[config.mk]
export PLATFORM = sky130hd
export DESIGN_NAME = hilo_divider
export DESIGN_NICKNAME = d
export VERILOG_FILES = /design/src/rtl/hilo_div_pkg.sv /design/src/rtl/div_step.sv /design/src/rtl/hilo_divider.sv
export SDC_FILE = /design/constraint.sdc
export NUM_CORES = 1
export LEC_CHECK = 0
export BUFFER_PORTS_ARGS = -buffer_cell sky130_fd_sc_hd__buf_2
export CAP_MARGIN = 20
export CELL_PAD_IN_SITES_DETAIL_PLACEMENT = 2
export CELL_PAD_IN_SITES_GLOBAL_PLACEMENT = 2
export CORE_UTILIZATION = 39
export DETAILED_ROUTE_END_ITERATION = 6
export GPL_ROUTABILITY_DRIVEN = 1
export PLACE_DENSITY_LB_ADDON = 0.2
export SYNTH_ARGS = -nofsm -noshare
export SYNTH_HDL_FRONTEND = slang
export SYNTH_SLANG_ARGS = --single-unit
[constraint.sdc]
create_clock -name Clk -period 9.5 [get_ports Clk]
set_clock_uncertainty 0.15 [all_clocks]
set_input_delay 0.95 -clock Clk [delete_from_list [all_inputs] [get_ports Clk]]
set_output_delay 0.95 -clock Clk [all_outputs]
set_load 0.01 [all_outputs]
[src/rtl/hilo_div_pkg.sv]
// Shared definitions for the Hi/Lo multi-cycle divider: FSM states, widths and
// the divide-by-zero quotient value.
package hilo_div_pkg;

  localparam int unsigned WIDTH      = 32;
  localparam int unsigned DIV_CYCLES = 32;

  localparam logic [WIDTH-1:0] DIV_ZERO_QUOT = 32'hFFFF_FFFF;

  typedef enum logic [1:0] {
    StIdle,
    StCalc,
    StFix,
    StDone
  } divState_e;

endpackage

[src/rtl/div_step.sv]
// One restoring shift-subtract step: brings in the next dividend bit, trial-subtracts
// the divisor and returns the new partial remainder plus the resolved quotient bit.
module div_step #(
  parameter int unsigned WIDTH = 32
) (
  input  logic [WIDTH-1:0] remIn,
  input  logic             dividendBit,
  input  logic [WIDTH-1:0] divisor,
  output logic [WIDTH-1:0] remOut,
  output logic             quotBit
);

  logic [WIDTH:0] partial;
  logic [WIDTH:0] diff;
  logic           unusedDiffTop;

  // remIn < divisor always holds, so the kept or reduced remainder fits in WIDTH bits.
  always_comb begin
    partial = {remIn, dividendBit};
    diff    = partial - {1'b0, divisor};
    quotBit = (partial >= {1'b0, divisor});
    remOut  = quotBit ? diff[WIDTH-1:0] : partial[WIDTH-1:0];
  end

  assign unusedDiffTop = diff[WIDTH];

endmodule

[src/rtl/hilo_divider.sv]
// Multi-cycle div/divu unit for the execute stage: quotient to Lo, remainder to Hi,
// Busy while working so the hazard unit can stall Hi/Lo consumers.
module hilo_divider #(
  parameter int unsigned WIDTH = hilo_div_pkg::WIDTH
) (
  input  logic             Clk,
  input  logic             Reset,
  input  logic             Start,
  input  logic             Signed,
  input  logic [WIDTH-1:0] Dividend,
  input  logic [WIDTH-1:0] Divisor,
  input  logic             Flush,
  output logic             Busy,
  output logic             Done,
  output logic [WIDTH-1:0] Quotient,
  output logic [WIDTH-1:0] Remainder,
  output logic             DivByZero
);

  import hilo_div_pkg::*;

  localparam int unsigned CntW = $clog2(WIDTH);

  divState_e       stateQ, stateD;
  logic [CntW-1:0] countQ, countD;
  logic [WIDTH-1:0] remQ, remD;
  logic [WIDTH-1:0] qQ, qD;
  logic [WIDTH-1:0] divisorQ, divisorD;
  logic            qSignQ, qSignD;
  logic            rSignQ, rSignD;
  logic [WIDTH-1:0] quotQ, quotD;
  logic [WIDTH-1:0] remOutQ, remOutD;
  logic            dbzQ, dbzD;
  logic [WIDTH-1:0] stepRem;
  logic            stepBit;
  logic            accept;

  div_step #(
    .WIDTH(WIDTH)
  ) uStep (
    .remIn      (remQ),
    .dividendBit(qQ[WIDTH-1]),
    .divisor    (divisorQ),
    .remOut     (stepRem),
    .quotBit    (stepBit)
  );

  assign accept = Start && !Flush && (stateQ == StIdle || stateQ == StDone);

  always_comb begin
    stateD   = stateQ;
    countD   = countQ;
    remD     = remQ;
    qD       = qQ;
    divisorD = divisorQ;
    qSignD   = qSignQ;
    rSignD   = rSignQ;
    quotD    = quotQ;
    remOutD  = remOutQ;
    dbzD     = dbzQ;

    if (Flush) begin
      stateD = StIdle;
    end else begin
      unique case (stateQ)
        StCalc: begin
          remD = stepRem;
          qD   = {qQ[WIDTH-2:0], stepBit};
          if (countQ == '0) begin
            stateD = StFix;
          end else begin
            countD = countQ - 1'b1;
          end
        end
        StFix: begin
          quotD   = qSignQ ? -qQ : qQ;
          remOutD = rSignQ ? -remQ : remQ;
          dbzD    = 1'b0;
          stateD  = StDone;
        end
        StDone:  stateD = StIdle;
        default: stateD = StIdle;
      endcase

      // Divide by zero skips CALC and publishes its fixed result on the entry edge.
      if (accept) begin
        if (Divisor == '0) begin
          quotD   = WIDTH'(DIV_ZERO_QUOT);
          remOutD = Dividend;
          dbzD    = 1'b1;
          stateD  = StDone;
        end else begin
          qD       = (Signed && Dividend[WIDTH-1]) ? -Dividend : Dividend;
          divisorD = (Signed && Divisor[WIDTH-1]) ? -Divisor : Divisor;
          qSignD   = Signed && (Dividend[WIDTH-1] ^ Divisor[WIDTH-1]);
          rSignD   = Signed && Dividend[WIDTH-1];
          remD     = '0;
          countD   = CntW'(WIDTH - 1);
          stateD   = StCalc;
        end
      end
    end
  end

  always_ff @(posedge Clk or negedge Reset) begin
    if (!Reset) begin
      stateQ   <= StIdle;
      countQ   <= '0;
      remQ     <= '0;
      qQ       <= '0;
      divisorQ <= '0;
      qSignQ   <= 1'b0;
      rSignQ   <= 1'b0;
      quotQ    <= '0;
      remOutQ  <= '0;
      dbzQ     <= 1'b0;
    end else begin
      stateQ   <= stateD;
      countQ   <= countD;
      remQ     <= remD;
      qQ       <= qD;
      divisorQ <= divisorD;
      qSignQ   <= qSignD;
      rSignQ   <= rSignD;
      quotQ    <= quotD;
      remOutQ  <= remOutD;
      dbzQ     <= dbzD;
    end
  end

  assign Busy      = (stateQ == StCalc) || (stateQ == StFix);
  assign Done      = (stateQ == StDone);
  assign Quotient  = quotQ;
  assign Remainder = remOutQ;
  assign DivByZero = dbzQ;

endmodule

---- Word-level counts from Yosys, hierarchy flattened ----
Cells that the tools add are included.
operators by class
  equal/unequal tests ..................... 4
  $add $sub $neg .......................... 6
  reductions and logical operators ........ 12
  bitwise operators ....................... 3
  muxes and demuxes ....................... 29
  order comparisons ....................... 1
operators by type and width
  operator                                                                count
  32-bit two-way mux                                                      17
  32-bit negation                                                         4
  33-bit by 32-bit greater-or-equal comparator with 1-bit output          1
  32-bit logical NOT                                                      1
  32-bit subtractor                                                       1
  5-bit two-way mux                                                       4
  2-bit two-way mux                                                       4
  1-bit logical AND                                                       5
  5-bit logical NOT                                                       1
  5-bit by 1-bit subtractor with 5-bit output (second input constant)     1
  2-bit equality test (second input constant)                             2
  4-bit inequality test (second input constant)                           1
  2-bit one-hot mux with 2 select lines                                   1
  1-bit two-way mux                                                       3
  3-bit AND reduction                                                     1
  2-bit by 1-bit equality test with 1-bit output (second input constant)  1
  2-bit logical NOT                                                       1
  1-bit logical OR                                                        2
  1-bit inverter                                                          2
  1-bit logical NOT                                                       1
  1-bit XOR                                                               1
word-level totals
  flip-flop bits (word level) ............. 170
  word-level logic and storage cells ...... 65
  bits of input ports ..................... 69
  output and inout bits ................... 67

---- Longest topological paths before layout ----
  depth after elaboration ................. 5
  depth in mapped cells ................... 12
  mapped depth without buffers ............ 12

---- Hierarchy ----
A second synthesis with hierarchy kept.
second synthesis, totals
  cells, all modules ...................... 1408
  area total of the unflattened synthesis .. 11971.5 um^2
modules (own cells, without submodules)
  module        area each (um^2)  instances  sequential area each (um^2)  cells each
  hilo_divider  9641.7            1          4254.1                       1105
  div_step      2329.7            1          0.0                          303

---- Worst setup path before layout ----
OpenSTA, ideal clock, no wires.
  kind .................................... input -> register
  start ................................... input Divisor[0]
  end ..................................... register remOutQ[10], in the netlist Remainder[10]
  path buffers ............................ 2
  arrival ................................. 3.575 ns
  data required time ...................... 9.224 ns
  setup time .............................. 0.126 ns
  path slack .............................. 5.649 ns
  stages on the path ...................... 11
  path through ............................ inv_1 > ha_1 > or4b_2 > nor4_1 > nand4_1 > nor3_2 > nor2_1 > or2_1 > clkbuf_1 > clkbuf_1 > a221o_1
on the way
  cells in the longest elaborated chain, start to end .. 3
RTL lines
  item                    RTL line             source
  start: declaration      hilo_divider.sv:11   input logic [WIDTH-1:0] Divisor,
  32-bit logical NOT      hilo_divider.sv:87   if (Divisor == '0) begin
  32-bit two-way mux      hilo_divider.sv:87
  32-bit two-way mux      hilo_divider.sv:86   if (accept) begin
  end signal: assignment  hilo_divider.sv:126  remOutQ <= remOutD;
  end: declaration        hilo_divider.sv:32   logic [WIDTH-1:0] remOutQ, remOutD;
No other way between the ends.
A chain may end at the register's enable or synchronous reset.

---- Worst setup path after layout ----
  start ................................... input Divisor[0]
  end ..................................... register qQ[30]
on the way
  cells in the longest elaborated chain, start to end .. 3
RTL lines
  item                    RTL line             source
  32-bit logical NOT      hilo_divider.sv:87
  32-bit two-way mux      hilo_divider.sv:87
  32-bit two-way mux      hilo_divider.sv:86
  end signal: assignment  hilo_divider.sv:121  qQ <= qD;
  end: declaration        hilo_divider.sv:27   logic [WIDTH-1:0] qQ, qD;
No other way between the ends.

==> metrics.md <==
| Metric | Value |
|---|---|
| Final Cycle Share | 0.542 |
| Filler Cells Inserted | 3,384 |
| Synthesized net count | 1,514 |
| Final slew viol count | 0 |
| Via count | 11,000 |
| Max-cap violations | 0 |
| Status | finished, final reports clean |
| Fraction of layout instances using a drive strength above 1 | 0.138 |
| Post-CTS Setup Bufs | 0 |
| Port Buffers | 135 |
| Path type of the worst min-delay path | reg -> reg |
| First-pass GRT wire length | 66.6 mm |
| Worst EP required | 9.64 ns |
| Most frequent cells in the layout | dfrtp_1 (170), nand2_1 (162), o21ai_0 (143), buf_2 (134), a21oi_1 (115) |
| Primary FF master, synth | dfrtp_1 |
| Yosys reg bits | 170 |
| Multi-input logic area | 7010 um^2 |
| First-pass iteration count of the detailed router | 5 |
| Area grow syn2layout | 14.0% |
| NetSw | 0.00252 W |
| Async SR Flop Fraction | 1.00 |
| Final setup margin | 4.35 ns |
| Switching Share | 0.488 |
| Largest net degree at the start of global routing | 95 |
| Die Span Y | 176 um |
| CTS root buf | clkbuf_16 |
| Worst slack at placement | 3.93 ns |
| Global Route Usage Sum | 0.275 |
| Peak supply drop | 0.153 mV |
| CP Class | in -> reg |
| FMAX | 194 MHz |
| Crit path cell chain | buf_2, inv_1, ha_1, or4b_2, nor4_1, nand4_1, nor2b_2, buf_4, nand2b_2, nand2_1, o22ai_1, a21oi_1 |
| RD Place Congestion | 0.855 |
| Synthesis Warnings | 0 |
| Die area | 30,800 um^2 |
| CP peak stage delay | 0.75 ns |
| WL/cell | 21.7 um |
| Tightest Pin Transition | 1.04 ns |
| Reg power frac | 0.271 |
| Io pins | 136 |
| Syn Area/Cell | 8.38 um^2 |
| Number of global-route vias before repair | 12,000 |
| CP max FO | 39 |
| Initial DRC count | 601 |
| CP arrival | 5.29 ns |
| Slew Limit Headroom | 0.307 |
| P_leak | 5.80 nW |
| Gr ovfl total | 0 |
| Critical path capture point type | flop |
| Part of the power in combinational logic | 0.583 |
| Final setup viols | 0 |
| Minimum clock period | 5.15 ns |
| Internal power | 0.00264 W |
| Die width | 176 um |
| Post-Syn Instances | 1,403 |
| CTS Sinks | 170 |
| # rows | 63 |
| Clock network fraction of design power | 0.146 |
| Power Dens Cells | 385 nW/um^2 |
| Post-synth EDFFs | 0 |
| Fin nets | 1,603 |
| Post-synthesis sequential area ratio | 0.362 |
| Total CTS buffers | 17 |
| CP bufs+invs | 3 |
| Antenna violations before repair | 0 |
| Hold_buf cts | 0 |
| Crit path max-delay cell type | nand2_1 |
| Commonest non-fill, non-tap cell in the layout | dfrtp_1 |
| Starting Density | 0.397 |
| Critical path launch point type | input pin |
| Clock transition at path regs | 0.07 ns |
| Hpwl dp | 30.7 mm |
| DRC | 0 |
| Core Area | 29,600 um^2 |
| Drt total wl | 41.2 mm |
| H-tree depth | 4 |
| Clk_lat worst skew | 0.45 ns |
| Drt via density | 5.83 |
| Unrepaired setup endpoints after global routing | false |
| Resized Gates After CTS | 0 |
| DRT antenna net count | 0 |
| Setup TNS | 0 ns |
| CTS max path bufs | 2 |
| FF+latch area | 4250 um^2 |
| Final Hold Fails | 0 |
| Syn Std Cell Area | 11,800 um^2 |
| Unique cell type count in the Yosys netlist | 73 |
| Top delay family on crit path | simple AND/OR/NAND/NOR gates |
| TritonCTS clock tree | yes |
==> flip-flops by register name, summed over array words and instances (netlist names), 2 cells and up <==
register	flops
countQ	5
stateQ	2
qQ	32
Remainder	32
divisorQ	32
Quotient	32
remQ	32
==> final timing paths <==
check                                              start                  endpoint  slack [ns]  cells after the start
worst min-delay path            divisorQ[25]$_DFFE_PN0P_  divisorQ[25]$_DFFE_PN0P_        0.34                      2
worst max-delay path                          Divisor[0]        qQ[30]$_DFFE_PN0N_        4.35                     12
min in group asynchronous                          Reset   Quotient[4]$_DFFE_PN0N_        0.41                      1
worst max register to register      remQ[23]$_DFFE_PN0N_      remQ[10]$_DFFE_PN0N_        5.52                     10
worst min register to register  divisorQ[25]$_DFFE_PN0P_  divisorQ[25]$_DFFE_PN0P_        0.34                      2
max in group asynchronous                          Reset     countQ[1]$_DFFE_PN0N_        7.20                      2
==> through the flow <==
stage / cells / power, W / area, um^2 / util / hold slack [ns]
floorplan: 1403 / 0.00339 / 11800 / - / 0.300
global placement: 1862 / 0.00420 / 12800 / 0.431 / 0.315
detailed placement: 1862 / 0.00438 / 12800 / 0.431 / 0.329
CTS: 1894 / 0.00518 / 13400 / 0.451 / 0.345
global route: 1895 / 0.00556 / 13400 / 0.452 / 0.369
finish: 1896 / 0.00516 / 13400 / 0.452 / 0.337
==> cell type report <==
type,instances,area share
sequential,170,0.318
clock buffer,19,0.0338
clock inverter,13,0.0123
timing repair buffer,148,0.0587
tap,390,0.0364
antenna,1,0.000187
multi-input combinational,1091,0.523
inverter,64,0.0179
==> worst register-to-register path: cells and delay by family (launching register included) <==
family                   cells  cell delay (ns)
AO/OA/AOI/OAI                5             1.28
adder cells (fa/ha/maj)      1             0.49
multiplexers                 1             0.30
buffers and inverters        2             0.78
flip-flops                   1             0.55
AND/OR/NAND/NOR              1             0.27
==> power groups by stage <==
stage / sequential, W / clock (W) / combinational, W
2_1_floorplan: 0.00133 / 0 / 0.00206
5_1_grt: 0.00144 / 0.000786 / 0.00333
3_5_place_dp: 0.00141 / 0 / 0.00297
4_1_cts: 0.00139 / 0.000763 / 0.00302
6_report: 0.00140 / 0.000753 / 0.00301
3_3_place_gp: 0.00138 / 0 / 0.00283
==> Yosys cell counts, types with 3 or more instances <==
master / count / area (um^2)
nor2_1: 111 / 417
xnor2_1: 68 / 596
and4_1: 4 / 35.0
o2111ai_1: 3 / 26.3
a211oi_1: 7 / 52.6
inv_1: 63 / 236
o41ai_1: 15 / 131
xor2_1: 71 / 622
nand3_1: 21 / 105
dfrtp_1: 170 / 4250
nand4_1: 9 / 56.3
a32oi_1: 3 / 26.3
a21o_1: 20 / 150
or2_2: 3 / 18.8
nor4_1: 9 / 56.3
nor3_1: 26 / 130
nand2b_1: 11 / 68.8
mux2i_1: 16 / 160
nor2b_1: 9 / 56.3
a22oi_1: 11 / 82.6
ha_1: 41 / 513
o21a_1: 4 / 30.0
nor3b_1: 3 / 22.5
o31ai_1: 23 / 173
or3_1: 17 / 106
or4_1: 15 / 113
and2_1: 6 / 37.5
or4_4: 3 / 33.8
clkbuf_1: 76 / 285
o21bai_1: 3 / 22.5
nand2_1: 162 / 608
a31o_2: 3 / 26.3
o211ai_1: 3 / 22.5
a21oi_1: 115 / 576
nand3b_1: 3 / 22.5
o22a_1: 45 / 394
o21ai_0: 143 / 716
a31oi_1: 7 / 43.8
a2111oi_0: 3 / 26.3
nor4b_1: 4 / 35.0
a221o_1: 17 / 170
and3_1: 11 / 68.8
==> cell families after synthesis <==
logic type / count (synthesis) / share of synthesized area
compound gates: 452 / 0.249
simple gates: 442 / 0.181
flops: 170 / 0.362
buf+inv: 142 / 0.0453
xor+xnor: 139 / 0.104
fa+ha+maj: 42 / 0.0453
mux: 16 / 0.0136
==> layer usage <==
metal / vias up / wire length, um / global-route usage
met2: 200 / 20500 / 0.482
li1: 5219 / - / -
met1: 5567 / 18500 / 0.350
met5: - / 0 / 0
met4: 0 / 975 / 0.0902
met3: 63 / 1160 / 0.0305
(Power assumes the default switching activity.)
